**config.mk**
```make
export PLATFORM = sky130hd
export DESIGN_NAME = dmem_pipe
export DESIGN_NICKNAME = d
export VERILOG_FILES = /design/src/rtl/dmem_pkg.sv /design/src/rtl/dmem_array.sv /design/src/rtl/dmem_pipe.sv
export SDC_FILE = /design/constraint.sdc
export NUM_CORES = 2
export LEC_CHECK = 0
export CORE_MARGIN = 2
export CORE_UTILIZATION = 60
export CTS_CLUSTER_DIAMETER = 30
export DETAILED_ROUTE_END_ITERATION = 8
export GPL_ROUTABILITY_DRIVEN = 0
export PLACE_DENSITY_LB_ADDON = 0.1
export SLEW_MARGIN = 20
export SYNTH_ARGS = -nofsm -noshare
export SYNTH_HDL_FRONTEND = slang
export SYNTH_SLANG_ARGS = --single-unit
```
**constraint.sdc**
```tcl
create_clock -name clk -period 12 [get_ports clk]
set_input_delay 1.2 -clock clk [delete_from_list [all_inputs] [get_ports clk]]
set_output_delay 1.2 -clock clk [all_outputs]
set_load 0.1 [all_outputs]
```
**src/rtl/dmem_pkg.sv**
```systemverilog
// Shared types and constants for the pipelined data memory.
// Holds the controller state encoding and the legal read-latency range.
package dmem_pkg;

    typedef enum logic {
        IDLE  = 1'b0,
        CLEAR = 1'b1
    } dmem_state_e;

    localparam int RD_LAT_MIN = 1;
    localparam int RD_LAT_MAX = 2;

    function automatic bit rd_lat_legal(input int lat);
        return (lat >= RD_LAT_MIN) && (lat <= RD_LAT_MAX);
    endfunction

endpackage

```
**src/rtl/dmem_array.sv**
```systemverilog
// Raw DW x 2**AW storage with one write port and a registered read port.
// Neither the storage nor the read register is reset.
module dmem_array #(
    parameter int DW = 8,
    parameter int AW = 8
) (
    input  logic          clk,
    input  logic          we,
    input  logic [AW-1:0] waddr,
    input  logic [DW-1:0] wdata,
    input  logic          re,
    input  logic [AW-1:0] raddr,
    output logic [DW-1:0] rdata
);

    logic [DW-1:0] guts [2**AW];

    // Read-first: a same-edge write never leaks into the captured read.
    always_ff @(posedge clk) begin
        if (we) begin
            guts[waddr] <= wdata;
        end
        if (re) begin
            rdata <= guts[raddr];
        end
    end

endmodule

```
**src/rtl/dmem_pipe.sv**
```systemverilog
// Data memory with req/rdy handshake, 1- or 2-cycle registered reads and a
// clear sequencer that fills the array with CLR_VAL after reset or on clr.
module dmem_pipe
    import dmem_pkg::*;
#(
    parameter int          DW      = 8,
    parameter int          AW      = 8,
    parameter int          RD_LAT  = 1,
    parameter logic [DW-1:0] CLR_VAL = '0
) (
    input  logic          clk,
    input  logic          reset,
    input  logic          clr,
    output logic          busy,
    input  logic          req,
    input  logic          we,
    input  logic [AW-1:0] addr,
    input  logic [DW-1:0] di,
    output logic          rdy,
    output logic [DW-1:0] dout,
    output logic          dout_vld,
    output logic          dbg_state
);

    generate
        if (!rd_lat_legal(RD_LAT)) begin : g_bad_rd_lat
            $error("dmem_pipe: RD_LAT must be 1 or 2");
        end
    endgenerate

    localparam logic [AW:0] PTR_ONE  = {{AW{1'b0}}, 1'b1};
    localparam logic [AW:0] PTR_LAST = {1'b0, {AW{1'b1}}};

    dmem_state_e   state;
    logic [AW:0]   clr_ptr;
    logic          acc_rd;
    logic          acc_wr;
    logic          arr_we;
    logic [AW-1:0] arr_waddr;
    logic [DW-1:0] arr_wdata;
    logic [DW-1:0] rdata;
    logic          rd_v1;

    // Handshake: a request is taken on an edge where req & rdy; the requester
    // holds req, we, addr and di stable until that edge.
    assign busy      = (state == CLEAR);
    assign rdy       = (state == IDLE) & ~clr;
    assign acc_rd    = req & rdy & ~we;
    assign acc_wr    = req & rdy & we;
    assign dbg_state = state;

    // rdy is low for the whole clear, so the sequencer owns the write port then.
    assign arr_we    = busy | acc_wr;
    assign arr_waddr = busy ? clr_ptr[AW-1:0] : addr;
    assign arr_wdata = busy ? CLR_VAL : di;

    always_ff @(posedge clk or posedge reset) begin
        if (reset) begin
            state   <= CLEAR;
            clr_ptr <= '0;
        end else begin
            case (state)
                CLEAR: begin
                    if (clr_ptr == PTR_LAST) begin
                        state   <= IDLE;
                        clr_ptr <= '0;
                    end else begin
                        clr_ptr <= clr_ptr + PTR_ONE;
                    end
                end
                default: begin
                    if (clr) begin
                        state   <= CLEAR;
                        clr_ptr <= '0;
                    end
                end
            endcase
        end
    end

    dmem_array #(
        .DW (DW),
        .AW (AW)
    ) u_array (
        .clk   (clk),
        .we    (arr_we),
        .waddr (arr_waddr),
        .wdata (arr_wdata),
        .re    (acc_rd),
        .raddr (addr),
        .rdata (rdata)
    );

    always_ff @(posedge clk or posedge reset) begin
        if (reset) begin
            rd_v1 <= 1'b0;
        end else begin
            rd_v1 <= acc_rd;
        end
    end

    generate
        if (RD_LAT == 1) begin : g_lat1
            logic [DW-1:0] dout_hold;

            // The array register is not reset, so the hold copy supplies dout at rest.
            always_ff @(posedge clk or posedge reset) begin
                if (reset) begin
                    dout_hold <= '0;
                end else if (rd_v1) begin
                    dout_hold <= rdata;
                end
            end

            assign dout     = rd_v1 ? rdata : dout_hold;
            assign dout_vld = rd_v1;
        end else begin : g_lat2
            logic [DW-1:0] dout_q;
            logic          vld_q;

            always_ff @(posedge clk or posedge reset) begin
                if (reset) begin
                    dout_q <= '0;
                    vld_q  <= 1'b0;
                end else begin
                    vld_q <= rd_v1;
                    if (rd_v1) begin
                        dout_q <= rdata;
                    end
                end
            end

            assign dout     = dout_q;
            assign dout_vld = vld_q;
        end
    endgenerate

endmodule

```
==> results_dict.tcl <==
set metrics [dict create \
    ys_warn_count 0 \
    htree_levels 5 \
    tightest_slew_ps 1179 \
    clk_pin_slew_ps 50 \
    synthXorXnorAreaFrac_pct 0.01074 \
    track_usage_pct 30.11 \
    synth_area_per_cell_um2 20.52 \
    die_h_um 372.7 \
    hold_depth 1 \
    dpl.hpwl_um 118900 \
    required_ps 12600 \
    synthAdderAreaFrac_pct 0.01534 \
    clockBufferDepth 4 \
    syn-instance-count 3974 \
    netlist_top_cells_area "edfxtp_1 (76%), mux4_2 (8.2%), mux4_1 (3.2%)" \
    die_area_um2 138900 \
    grt_pass1_vias 42430 \
    num_io_pins 33 \
    synth_top_family_by_area "multiplexers" \
    grt_max_degree 223 \
    period_share_pct 44.08 \
    relSlewSlack_pct 21.42 \
    ant_nets 0 \
    root_buffer "clkbuf_16" \
    viasPerCell 6.728 \
    p_int_uw 15260 \
    synthArstFlopShare_pct 0.9157 \
    area_growth_pct 17.64 \
    cp.arrival_ps 5890 \
    ys_ff_latch 2075 \
    numPortBuffers 32 \
    fp.coreArea_um2 135100 \
    clockPowerShare_pct 53.1 \
    rsz0062_at_grt "false" \
    setup_viol 0 \
    synth_flop_cell "edfxtp_1" \
    drv_cap 0 \
    die-width_um 372.7 \
    cts_inserted_buffers 392 \
    critPathMaxFanout 124 \
    worstSkewPairLatency_ps 920 \
    post_cts_resized 0 \
    grt.overflow.total 0 \
    cts_tree "yes" \
    antenna_found_initial 4 \
    fin_skew_ps 72.33 \
    drcViolationCount 0 \
    rr_worst_depth 6 \
    fillers 8019 \
    grt_pass1_wl_um 300400 \
    synth_edf_count 2056 \
    yosysTopAreaCellShare_pct 75.71 \
    drt_pass1_iterations 6 \
    status "complete, no violations" \
    nNetsFinal 4257 \
    combPwrFrac_pct 5.7 \
    yosysSeqAreaShare_pct 76.29 \
    synth_compound_area_share_pct 4.181 \
    dr.first_iter.drc_count 5351 \
    p_switching_uw 4435 \
    p_seq_share_pct 41.2 \
    crit_type "input pin to flop" \
    final_hold_viol_count 0 \
    post-cts-setup-buffer-count 0 \
    ir_drop_v 0.0001371 \
    synth_largest_area_cell "edfxtp_1" \
    synthMuxAreaShare_pct 14.23 \
    layout_common_cells "edfxtp_1 (2056), clkbuf_16 (395), mux4_2 (297)" \
    fmax_ghz 0.1891 \
    final_common_cell "edfxtp_1" \
    hp-class "flop to flop" \
    drv_slew 0 \
    synth.cell_area_um2 81550 \
    setup_ws_ps 6711 \
    wl_per_cell_um 32.93 \
    drive_gt1_share_pct 22.98 \
    start_util_pct 60.35 \
    cts_sinks 2075 \
    rows 135 \
    ctsHoldBuffers 0 \
    tns_ps 0 \
    vias 42520 \
    power_density_nw_per_um2 205.3 \
    p_leak_uw 0.03169 \
    ys_types 82 \
    yosys.area_share.simple_pct 3.072 \
    syn_nets 3996 \
    cp-start-kind "input pin" \
    place_ws_ps 5927 \
    drt_wl_total_um 208100 \
    fin_crit_ps 5289 \
    worst_setup_path_end_kind "flop" \
    sw_frac_of_total_pct 22.51 \
]
==> routing by layer <==
metal	global-route usage [%]	wire length, um	part of all wire (%)
met5	0	32	0.015
met4	11.91	7989	3.8
met3	6.276	19570	9.4
met2	46.16	98930	48
met1	43.17	81620	39
==> kinds of logic after synthesis <==
logic type	Yosys count
and+or+nand+nor	550
adders and majority gates	1
buffers and inverters	253
xor gates and xnor gates	1
muxes	623
DFF	2075
AOI/OAI and AO/OA	471
==> final cells by class <==
| type | count | area [um2] | area share [%] |
|---|---|---|---|
| clock inverter | 253 | 2611 | 2.722 |
| antenna | 1 | 2.502 | 0.002609 |
| timing repair buffer | 111 | 1072 | 1.118 |
| clock buffer | 444 | 10080 | 10.51 |
| sequential | 2075 | 62220 | 64.86 |
| tap | 1781 | 2228 | 2.323 |
| multi-input combinational | 1646 | 17690 | 18.44 |
| inverter | 9 | 33.78 | 0.03522 |
==> synthesized netlist by cell type (8+ instances only) <==
cell type  instances
nor2b_1           18
o22ai_1           46
and2_1             8
o221ai_1          48
a21oi_1           85
nor2_1           283
nor3_1            47
nand2_1           82
a31oi_1           14
buf_8             12
buf_2             71
buf_4             27
a2111oi_0          9
buf_12            10
nor4_1            24
o21ai_0           29
buf_6             38
mux4_1           100
nand3_1           30
a22o_1            19
a221oi_1          20
nand2b_1           9
nand3b_1          11
clkbuf_1          71
and3_1             9
inv_1              8
mux2i_1          205
a211oi_1          18
a21boi_0          11
mux2_2            21
a22oi_1          125
dfrtp_1           18
edfxtp_1        2056
mux4_2           297
==> power by group through the flow <==
stage | registers, uW | clock network [uW] | logic, uW
6_report | 8120 | 10500 | 1110
5_1_grt | 8120 | 10900 | 1150
4_1_cts | 8120 | 10500 | 1100
3_5_place_dp | 8250 | 0 | 1090
3_3_place_gp | 8250 | 0 | 1090
2_1_floorplan | 8270 | 0 | 664
==> sequential cells by signal, summed over array words and instances, names as in the netlist <==
signal            flops
dout_vld              1
u_array.guts       2048
g_lat1.dout_hold      8
u_array.rdata         8
busy                  1
clr_ptr               9
==> worst max-delay path: stages <==
cell and delay, ps:
buf_8 590, buf_4 600, buf_12 640, or2_2 310, buf_4 580, o221ai_1 310
a21oi_1 210, nor4_1 100, a211oi_1 910, nor4_1 160
==> path summary, 6_finish.rpt <==
path | slack, ps | endpoint | startpoint
min in group asynchronous | 700 | g_lat1.dout_hold[5] | reset
max in group asynchronous | 10870 | clr_ptr[4] | reset
worst max register to register | 7750 | u_array.guts[236][6] | busy
worst max-delay path | 6710 | u_array.rdata[7] | addr[1]
worst min register to register | 500 | g_lat1.dout_hold[6] | g_lat1.dout_hold[6]
worst min-delay path | 500 | g_lat1.dout_hold[6] | g_lat1.dout_hold[6]
==> stage by stage <==
stage	hold slack (ps)	instances	power [uW]	utilization (%)	cell area [um2]
floorplan	477.9	3974	8934	-	81550
global route	522.3	6319	20160	70.99	95930
global placement	483.6	5619	9332	61.54	83150
detailed placement	487.8	5620	9345	61.56	83180
finish	501.4	6320	19700	70.99	95930
CTS	504.3	6317	19750	70.95	95870
No activity file was read; power rests on OpenSTA's default activity.
